--- config.mk ---
export PLATFORM = sky130hd
export DESIGN_NAME = uart_tx_fifo
export DESIGN_NICKNAME = d
export VERILOG_FILES = /design/src/rtl/uart_tx_fifo.sv
export SDC_FILE = /design/constraint.sdc
export NUM_CORES = 1
export LEC_CHECK = 0
export CAP_MARGIN = 15
export CORE_MARGIN = 2
export CORE_UTILIZATION = 53
export DETAILED_ROUTE_END_ITERATION = 6
export GPL_TIMING_DRIVEN = 0
export PLACE_DENSITY = 0.75
export SLEW_MARGIN = 25
export SYNTH_ARGS = -nofsm -noshare
export SYNTH_HDL_FRONTEND = slang
export SYNTH_SLANG_ARGS = --single-unit
--- constraint.sdc ---
create_clock -name i_clk -period 2.8 [get_ports i_clk]
set_input_delay 0.56 -clock i_clk [delete_from_list [all_inputs] [get_ports i_clk]]
set_output_delay 0.56 -clock i_clk [all_outputs]
set_load 0.1 [all_outputs]
--- src/rtl/uart_tx_fifo.sv ---
// First-word-fall-through byte FIFO feeding the UART transmitter, with registered status.
// Optional sticky overflow flag enabled by defining UART_TX_FIFO_OVF_EN.
module uart_tx_fifo #(
  parameter int unsigned DEPTH      = 16,
  parameter int unsigned DATA_WIDTH = 8
) (
  input  logic                    i_clk,
  input  logic                    i_rst_n,
  input  logic [DATA_WIDTH-1:0]   i_wr_data,
  input  logic                    i_wr_en,
  output logic                    o_full,
  output logic                    o_empty,
  output logic [$clog2(DEPTH):0]  o_level,
  output logic [DATA_WIDTH-1:0]   o_data,
  output logic                    o_valid,
  input  logic                    i_ready,
  input  logic                    i_ovf_clr,
  output logic                    o_overflow
);

  localparam int unsigned AW = $clog2(DEPTH);
  localparam logic [AW:0] PTR_ONE = (AW+1)'(1);

  logic [DATA_WIDTH-1:0] mem [DEPTH];
  logic [AW:0]           wr_ptr;
  logic [AW:0]           rd_ptr;
  logic                  full;
  logic                  empty;
  logic                  push;
  logic                  pop;

  // Wrap bit distinguishes full from empty when the index bits match.
  assign empty = (wr_ptr == rd_ptr);
  assign full  = (wr_ptr[AW-1:0] == rd_ptr[AW-1:0]) && (wr_ptr[AW] != rd_ptr[AW]);
  assign push  = i_wr_en && !full;
  assign pop   = !empty && i_ready;

  always_ff @(posedge i_clk or negedge i_rst_n) begin
    if (!i_rst_n) begin
      wr_ptr <= '0;
      rd_ptr <= '0;
    end else begin
      if (push) wr_ptr <= wr_ptr + PTR_ONE;
      if (pop)  rd_ptr <= rd_ptr + PTR_ONE;
    end
  end

  always_ff @(posedge i_clk) begin
    if (push) mem[wr_ptr[AW-1:0]] <= i_wr_data;
  end

  assign o_full  = full;
  assign o_empty = empty;
  assign o_valid = !empty;
  assign o_level = wr_ptr - rd_ptr;
  assign o_data  = mem[rd_ptr[AW-1:0]];

`ifdef UART_TX_FIFO_OVF_EN
  logic ovf_q;

  // Set has priority over clear so a concurrent overflow is never lost.
  always_ff @(posedge i_clk or negedge i_rst_n) begin
    if (!i_rst_n) begin
      ovf_q <= 1'b0;
    end else if (i_wr_en && full) begin
      ovf_q <= 1'b1;
    end else if (i_ovf_clr) begin
      ovf_q <= 1'b0;
    end
  end

  assign o_overflow = ovf_q;
`else
  logic unused_ovf_clr;

  assign unused_ovf_clr = i_ovf_clr;
  assign o_overflow     = 1'b0;
`endif

endmodule

# After elaboration in Yosys (flattened, before gate mapping)
# Memory sizes are Yosys's and may differ from the RTL's.
# Cells that the tools add are included.
dict set report totals {
  ff_bits 10
  ram_bits 128
  in_bits 13
  out_inout_bits 17
  word_cells 16
  memories 1
}
# name words word_bits read_ports rd_clocked_by_memory_dff wr line_no
set mem_list {}
lappend mem_list {mem 16 8 1 0 1 24} ;# logic [DATA_WIDTH-1:0] mem [DEPTH];
dict set report classes {
  n_addsub 3
  n_eq_ne 3
  muxes 2
  reduce_logical 5
}
# op n
set op_table {}
lappend op_table {{5-bit by 1-bit adder with 5-bit output, second input constant} 2}
lappend op_table {{5-bit equality test} 1}
lappend op_table {{5-bit subtractor} 1}
lappend op_table {{4-bit equality test} 1}
lappend op_table {{1-bit logical AND} 3}
lappend op_table {{1-bit logical NOT} 2}
lappend op_table {{1-bit two-way mux} 2}
lappend op_table {{1-bit inequality test} 1}

# Depth between registers and ports, before layout
dict set report depth {
  word_depth 6
  mapped_depth 9
  mapped_depth_nobuf 7
}

# Worst setup path after synthesis
# OpenSTA, ideal clock, no wires.
dict set report synth_path {
  path_type {register to output}
  from {reg rd_ptr[2]}
  to {out o_level[4]}
  arrival_ns 2.929
  t_required_ns 2.240
  path_slack_ns -0.689
  stages_incl_launch_ff 8
  path_buffers 2
  cell_sequence {dfrtp_1 > buf_6 > clkbuf_1 > inv_1 > ha_1 > a21o_1 > a21oi_1 > xnor2_1}
}
dict set report synth_between {
  elab_chain_cells 1
}
# item line_no
set synth_lines {}
lappend synth_lines {{start, declared} 26} ;# logic [AW:0] rd_ptr;
lappend synth_lines {{start signal, assigned} 44} ;# if (pop) rd_ptr <= rd_ptr + PTR_ONE;
lappend synth_lines {{5-bit subtractor} 55} ;# assign o_level = wr_ptr - rd_ptr;
lappend synth_lines {{end, declared} 13} ;# output logic [$clog2(DEPTH):0] o_level,
# No other way between the ends.

# Final worst setup path
dict set report layout_path {
  from {reg rd_ptr[0]}
  to {out o_data[1]}
}
dict set report layout_between {
  elab_chain_cells 1
}
# item line_no
set layout_lines {}
lappend layout_lines {{memory read 16 x 8 bit} --}
lappend layout_lines {{end, declared} 14} ;# output logic [DATA_WIDTH-1:0] o_data,
# No other way between the ends.

==> results.py <==
metrics = {
    "status": {
        "status": "finished with violations",
        "violations": "setup timing",
    },
    "cells_and_area": {
        "regArea_um2": 4096,
        "layout-drive-gt1-share": 0.4079,
        "nets": 364,
        "multiInputGateArea_um2": 1528,
        "num-fill-cells": 679,
        "insertedDiodeCount": 0,
        "area_delta_synth_final_pct": 25.96,
    },
    "synthesis": {
        "synth.ff_latch_count": 138,
        "synth_top_area_cell": "edfxtp_1",
        "syn_inst": 283,
        "synthDistinctLibCells": 28,
        "yosysTopAreaCellShare": 0.6869,
        "syn-num-nets": 306,
        "synth_area_per_cell_um2": 19.77,
        "seq_area_frac_synth": 0.7317,
        "ys_warn_count": 0,
        "synthTopCellsByArea": "edfxtp_1 (69%), mux4_2 (8.5%), mux4_1 (5.2%)",
        "synth_area_um2": 5595,
    },
    "clock_network": {
        "cts_tree": "built",
        "numClockSinks": 138,
        "numCtsBuffers": 17,
        "hold_buffers": 0,
        "cts-root-buf": "clkbuf_8",
        "clk_path_buf_depth": 2,
        "h-tree-depth": 4,
        "clock_latency_ps": 520,
        "cts.clk_slew.worst_paths_ps": 60,
    },
    "worst_setup_path": {
        "cpMaxStageDelayCell": "mux4_2",
        "rr_endpoint": "mem[11][2]$_DFFE_PP_",
        "critical_path_arrival_ps": 2340,
        "worst-path-max-fanout": 7,
        "reg2regPathDepth": 5,
        "critPathRequiredTime_ps": 2240,
        "crit_type": "flop to primary output",
        "cp-start-kind": "flop",
        "cp-end-kind": "primary output",
        "path_cells": "buf_12, clkbuf_16, mux4_2, a22oi_2, nand2_2, buf_8",
        "r2r_slack_ps": 180,
        "worst_path_largest_cell_delay_ps": 530,
        "r2r-start": "rd_ptr[4]$_DFFE_PN0P_",
    },
    "global_route": {
        "grt_pass1_vias": 2905,
        "antenna_found_initial": 0,
        "overflow": 0,
        "grt_pass1_wl_mm": 16.98,
        "grt_max_degree": 17,
        "grt_usage": 0.2158,
    },
    "place": {
        "place_congestion": 0.7867,
        "post-dp-hpwl_mm": 6.937,
        "portBuffers": 27,
    },
    "timing": {
        "fin_crit_sh": 1.036,
        "setup_viol": 9,
        "finalCriticalPeriod_ps": 2901,
        "maxSlewViolCount": 0,
        "rsz0062_at_grt": "yes",
        "fin_skew_ps": 9.568,
        "fin_ws_ps": -100.6,
        "tightest_slew_ps": 824.6,
        "hold_viol": 0,
        "tns_ps": -704.9,
        "relSlewSlack": 0.4483,
        "fmax_ghz": 0.3448,
    },
    "routing": {
        "routed-via-count": 2868,
        "drc": 0,
        "avgViaCountPerCell": 5.865,
        "ant_nets": 0,
        "routed_wirelength_mm": 11.65,
        "wire_per_inst_um": 23.82,
        "drt_iter0_drc": 185,
        "first_pass_iters": 4,
    },
    "floorplan": {
        "die_h_um": 106.8,
        "chipWidth_um": 106.8,
        "dieArea_um2": 11400,
        "start_util": 0.5444,
        "row_count": 37,
        "io_pins": 30,
        "core_area_um2": 10280,
    },
    "min_path": {
        "hold_path_class": "input pin to async pin",
    },
    "run": {
        "max_cap_violations": 0,
    },
}
## cell usage after synthesis (all sizes together)
cell type / count
o21a: 1
fa: 1
a21oi: 2
nor2: 16
a21o: 2
mux4: 32
ha: 9
nand2b: 2
and4: 1
a21boi: 1
xnor2: 10
conb: 1
edfxtp: 128
nand4: 5
xor2: 2
buf: 10
a22oi: 16
nand2: 17
dfrtp: 10
nor3: 4
inv: 9
clkbuf: 2
o21ai: 2
## cell families after synthesis
group,count (synthesis),synth area share
adder cells (fa/ha/maj),10,0.02370
buffers and inverters,21,0.02348
other,1,0.0006702
flip-flops,138,0.7317
XOR/XNOR,12,0.01878
AND/OR/NAND/NOR,45,0.03511
multiplexers,32,0.1362
AO/OA/AOI/OAI,24,0.03041
## cells in the final DEF (no fill, tap or decap), types with 2 or more instances in the layout
cell	synthesis	layout
buf_4	3	12
mux4_2	21	29
ha_1	9	6
buf_8	0	4
xnor2_1	10	8
o21ai_0	2	2
ha_4	0	2
a21o_1	2	2
buf_2	2	3
edfxtp_1	128	128
inv_2	0	3
nor3_2	0	4
nor2_2	0	5
buf_6	3	6
nand2_1	17	10
bufinv_16	0	4
dfrtp_1	10	8
a22oi_1	16	2
nand4_1	5	5
clkbuf_16	0	19
dfrtp_2	0	2
a22oi_2	0	14
a21oi_2	0	2
inv_1	9	5
mux4_1	11	3
clkdlybuf4s50_1	0	11
nand2_2	0	6
clkinvlp_4	0	6
xnor2_2	0	2
nor2_1	16	11
inv_6	0	2
clkinv_4	0	2
buf_12	1	8
nand2b_1	2	2
## worst max-delay path by stage
stage,slack (ps),from,endpoint,cells after the start
2_1_floorplan,-90,rd_ptr[2]$_DFFE_PN0P_,o_level[4],7
3_3_place_gp,-900,rd_ptr[2]$_DFFE_PN0P_,o_level[4],8
3_5_place_dp,-930,rd_ptr[2]$_DFFE_PN0P_,o_level[4],8
4_1_cts,-120,rd_ptr[0]$_DFFE_PN0P_,o_data[1],6
5_1_grt,-200,wr_ptr[0]$_DFFE_PN0P_,o_level[4],8
6_report,-100,rd_ptr[0]$_DFFE_PN0P_,o_data[1],6
## per-stage QoR
| stage | hold slack [ps] | area [um^2] | setup WS, ps | util | std cells |
|---|---|---|---|---|---|
| finish | 359.5 | 7048 | -100.6 | 0.6858 | 489 |
| global route | 381.9 | 7048 | -196.0 | 0.6858 | 489 |
| CTS | 345.3 | 6848 | -116.4 | 0.6663 | 483 |
| detailed placement | 484.6 | 6092 | -932.4 | 0.5928 | 446 |
| global placement | 479.7 | 6072 | -896.9 | 0.5908 | 446 |
| floorplan | 264.4 | 5632 | -93.21 | - | 283 |
## metal layers
layer	wire [um]	vias to the layer above	global-route usage
li1	-	1254	-
met1	4905	1512	0.2843
met2	6045	82	0.3544
met3	431	20	0.05106
met4	267	0	0.08071
met5	0	-	0
## critical path, delay by kind of cell, from the launching register on
kind | cells | cell delay [ps]
compound gates | 1 | 250
buf+inv | 3 | 530
mux | 1 | 530
flops | 1 | 410
simple gates | 1 | 110
## area by class of cell
cell class	count	area share
plain buffers	12	0.02113
clock buffers	17	0.05876
clock inverters	14	0.02805
inverters	9	0.005326
multi-input cells	124	0.2168
flip-flops and latches	138	0.5812
well taps	136	0.02414
repair buffers	39	0.06462
## state kept, by name, indices dropped and copies added, names as in the netlist
register	count
mem	128
rd_ptr	5
wr_ptr	5
## timing repair
action | 4_1_cts | 5_1_grt
setup endpoints to repair | 144 | 29
pin swaps | 8 | 12
gates cloned | 0 | 2
resized for setup | 143 | 31
setup buffers | 6 | 4
Power is not shown: default switching activity piles up to over one toggle a cycle in this logic, so the estimate is an artifact.
